**src/rtl/mem_arbiter.sv**
```systemverilog
// Single-port memory arbiter between instruction fetch (read-only) and data stage (read/write).
// One access in flight at a time; data normally wins, a starvation counter forces fetch progress.
module mem_arbiter #(
   parameter int unsigned AW     = 16,
   parameter int unsigned DW     = 16,
   parameter int unsigned LAT    = 1,
   parameter int unsigned STARVE = 4
) (
   input  logic          clk,
   input  logic          reset,
   input  logic          if_req,
   input  logic [AW-1:0] if_addr,
   output logic          if_ack,
   output logic [DW-1:0] if_rdata,
   input  logic          d_req,
   input  logic          d_we,
   input  logic [AW-1:0] d_addr,
   input  logic [DW-1:0] d_wdata,
   output logic          d_ack,
   output logic [DW-1:0] d_rdata,
   output logic          mem_en,
   output logic          mem_we,
   output logic [AW-1:0] mem_addr,
   output logic [DW-1:0] mem_wdata,
   input  logic [DW-1:0] mem_rdata,
   output logic          busy
);

   localparam logic [1:0] LAT_C    = 2'(LAT);
   localparam logic [3:0] STARVE_C = 4'(STARVE);

   typedef enum logic {
      ST_IDLE,
      ST_WAIT
   } state_t;

   state_t     state_q, state_d;
   logic       gnt_q, gnt_d;
   logic       gwe_q, gwe_d;
   logic [1:0] cnt_q, cnt_d;
   logic [3:0] starve_q, starve_d;
   logic       win_data;

   always_comb begin
      state_d   = state_q;
      gnt_d     = gnt_q;
      gwe_d     = gwe_q;
      cnt_d     = cnt_q;
      starve_d  = starve_q;
      win_data  = 1'b0;
      mem_en    = 1'b0;
      mem_we    = 1'b0;
      mem_addr  = '0;
      mem_wdata = '0;
      if_ack    = 1'b0;
      d_ack     = 1'b0;
      if_rdata  = '0;
      d_rdata   = '0;

      case (state_q)
         ST_IDLE: begin
            // Issue is suppressed while reset is high so no stray write reaches the memory.
            if (!reset && (if_req || d_req)) begin
               win_data  = d_req && (!if_req || (starve_q < STARVE_C));
               mem_en    = 1'b1;
               mem_we    = win_data && d_we;
               mem_addr  = win_data ? d_addr : if_addr;
               mem_wdata = (win_data && d_we) ? d_wdata : '0;
               gnt_d     = win_data;
               gwe_d     = win_data && d_we;
               cnt_d     = (win_data && d_we) ? 2'd1 : LAT_C;
               state_d   = ST_WAIT;
               if (!win_data) begin
                  starve_d = '0;
               end else if (if_req) begin
                  starve_d = starve_q + 4'd1;
               end
            end
         end
         ST_WAIT: begin
            if (cnt_q == 2'd1) begin
               state_d = ST_IDLE;
               if (!reset) begin
                  if (gnt_q) begin
                     d_ack   = 1'b1;
                     d_rdata = gwe_q ? '0 : mem_rdata;
                  end else begin
                     if_ack   = 1'b1;
                     if_rdata = mem_rdata;
                  end
               end
            end else begin
               cnt_d = cnt_q - 2'd1;
            end
         end
         default: state_d = ST_IDLE;
      endcase
   end

   always_ff @(posedge clk) begin
      if (reset) begin
         state_q  <= ST_IDLE;
         gnt_q    <= 1'b0;
         gwe_q    <= 1'b0;
         cnt_q    <= '0;
         starve_q <= '0;
      end else begin
         state_q  <= state_d;
         gnt_q    <= gnt_d;
         gwe_q    <= gwe_d;
         cnt_q    <= cnt_d;
         starve_q <= starve_d;
      end
   end

   assign busy = (state_q == ST_WAIT);

endmodule
```
**config.mk**
```make
export PLATFORM = sky130hd
export DESIGN_NAME = mem_arbiter
export DESIGN_NICKNAME = d
export VERILOG_FILES = /design/src/rtl/mem_arbiter.sv
export SDC_FILE = /design/constraint.sdc
export NUM_CORES = 1
export LEC_CHECK = 0
export CAP_MARGIN = 10
export CORE_UTILIZATION = 25
export DETAILED_ROUTE_END_ITERATION = 10
export GPL_TIMING_DRIVEN = 0
export MAX_ROUTING_LAYER = met4
export PLACE_DENSITY = 0.92
export SYNTH_ARGS = -nofsm -noshare
export SYNTH_HDL_FRONTEND = slang
export SYNTH_SLANG_ARGS = --single-unit
```
**constraint.sdc**
```tcl
create_clock -name clk -period 1.9 [get_ports clk]
set_clock_uncertainty 0.05 [all_clocks]
set_input_delay 0.38 -clock clk [delete_from_list [all_inputs] [get_ports clk]]
set_output_delay 0.38 -clock clk [all_outputs]
set_load 0.02 [all_outputs]
```
==> results of run 1 <==
## worst max-delay path, stage by stage, from the launching register on
cell     delay, ns
dfxtp_4       0.35
or3b_4        0.41
buf_6         0.15
buf_16        0.13
nand3_2       0.07
a21oi_2       0.06
buf_4         0.16
## path summary, 6_finish.rpt
check / to / slack, ns
setup / recovery: mem_addr[6] / -0.09
hold / removal: starve_q[0] / 0.44
setup reg to reg: starve_q[0] / 0.29
hold reg to reg: starve_q[0] / 0.44
## layer usage
| metal | vias up | wire [um] |
|---|---|---|
| li1 | 877 | - |
| met1 | 825 | 1930 |
| met2 | 94 | 3120 |
| met3 | 8 | 459 |
| met4 | 0 | 96 |
| met5 | - | 0 |
## area by class of cell
class | count | area (um2)
timing repair buffer | 163 | 1570
buffer | 10 | 106
inverter | 3 | 11.3
clock buffer | 4 | 45.0
tap | 48 | 60.1
multi-input combinational | 135 | 997
sequential | 9 | 196
fill | 258 | 813
## synthesized netlist by cell type
library cell  count  area (um2)
and4b_1           1        10.0
nand2b_1          2        12.5
o21ai_0           3        15.0
buf_2             5        25.0
nor3b_1           2        15.0
clkbuf_1          5        18.8
nor2_1            2        7.51
and2_1           48         300
nand3b_1          1        7.51
xnor2_1           1        8.76
or2_2             1        6.26
o211ai_1          1        7.51
a21oi_1          24         120
nand3_1          34         170
nor2b_1           2        12.5
o21ai_2           1        8.76
dfxtp_1           9         180
nand4_1           1        6.26
inv_1             3        11.3
or3b_1            1        8.76
and2b_1           1        7.51
or3_1             1        6.26
ha_1              2        25.0
nor3_1            1        5.00
nand2_1           5        18.8
buf_1             3        11.3
## registers in the layout (all words and copies together) (netlist names)
| register | cells |
|---|---|
| gwe_q | 1 |
| busy | 1 |
| cnt_q | 2 |
| starve_q | 4 |
| gnt_q | 1 |
## power breakdown
part | total [uW] | internal, uW | switching [uW]
Combinational | 514 | 298 | 215
Sequential | 213 | 200 | 13.2
Clock | 222 | 146 | 75.6
Total | 948 | 644 | 304
## stage by stage
stage	instance area, um2	setup TNS (ns)	utilization, %	setup slack [ns]
final	2990	-1.96	78.6	-0.0935
after global routing	2990	-3.85	78.6	-0.163
after CTS	2850	-3.62	75.0	-0.168
after detailed placement	2470	-59.90	65.1	-1.12
after global placement	2470	-59.52	65.1	-1.12
after floorplan	1040	-0.518	-	-0.0518
## timing repair
item,4_1_cts,5_1_grt
resized for setup,432,51
endpoints found under the setup margin,68,64
gates cloned,4,0
setup buffers,16,6
pin swaps,29,5
## cells by family after synthesis
group / after synthesis / share of synthesized area (%)
flops: 9 / 17.6
simple gates: 103 / 57.9
fa+ha+maj: 2 / 2.44
xor+xnor: 1 / 0.854
compound gates: 29 / 14.8
buf+inv: 16 / 6.46
==> reports/qor.yml, run 1 <==
drive_gt1_share_pct: 53.4
crit_fanout: 5
drv_cap: 0
gp_congestion: 0.763
hold_viol: 0
wl_per_cell_um: 15.0
met2_usage_pct: 48.0
drt-pass1-iter-count: 4
overflow: 0
slew_viol_final: 0
syn-mean-instance-area_um2: 6.41
pin_count: 138
max_freq_mhz: 502
status: "complete, but fails checks"
clk_pin_slew_ns: 0.04
fin_ws_ns: -0.0935
dpl.cell_count: 345
final_cells: 372
p_per_area_nw_per_um2: 318
nets: 396
slew_headroom_pct: 80.2
ys_types: 26
cts_sinks: 9
violations: "setup timing"
insertion_delay_ns: 0.23
std_cell_rows: 22
synth_area_um2: 1030
required_ns: 1.47
mostFrequentLayoutCell: "clkdlybuf4s50_1"
io_buffers: 137
cp.arrival_ns: 1.56
grt_use_met3_pct: 5.34
hold_depth: 2
via_count: 1804
rr_worst_depth: 5
grt.busiest_layer: "met2"
dp_hpwl_um: 3740
avgViaCountPerCell: 4.85
start_util_pct: 27.0
numCtsBuffers: 3
drtAntennaViolNets: 0
period_needed_ns: 1.99
cp-end-kind: "output pin"
holdCritPathClass: "reg -> reg"
totalWireLength_um: 5600
final_cell_mix: "clkdlybuf4s50_1, buf_6, buf_4"
timing.rr.start: "starve_q[2]"
setup_violations: 30
grt_pass1_vias: 1726
worstMarginPinSlew_ns: 0.296
antenna_found_initial: 0
synth_nets: 231
crit_path_start_kind: "flip-flop"
startpoint: "starve_q[2]"
syn2layout_area_growth_pct: 191
cts_hold_buf: 0
ys_warn_count: 0
drc: 0
synth_seq_area_share_pct: 17.6
min-delay-start: "starve_q[0]"
grt_max_degree: 11
fin_crit_sh_pct: 105
total_power_uw: 948
path_class: "reg -> out"
drtIter0Drc: 36
grtUsageTotal_pct: 23.9
cts_tree: "built"
rsz0062_at_grt: "yes"
grt_pass1_wl_um: 7910
die_h_um: 66.1
ys_ff_latch: 9
h-tree-depth: 1
diodes: 0
gr-usage-met1_pct: 23.1
coreArea_um2: 3800
whs_ns: 0.441
syn_inst: 160
root_buffer: "clkbuf_8"
die_x_um: 66.1
peakVddDrop_v: 0.000586
p_leak_uw: 0.00134
die_area_um2: 4360
cts_buffer_depth: 2
Power figures use the tool's default switching activity.
==> inputs of run 2 (changes only) <==
--- a/config.mk
+++ b/config.mk
@@ -14,3 +14,4 @@
 export SYNTH_ARGS = -nofsm -noshare
 export SYNTH_HDL_FRONTEND = slang
 export SYNTH_SLANG_ARGS = --single-unit
+export TNS_END_PERCENT = 100
==> results of run 2 <==
Final layout, timing and power as in run 1 (identical DEF).
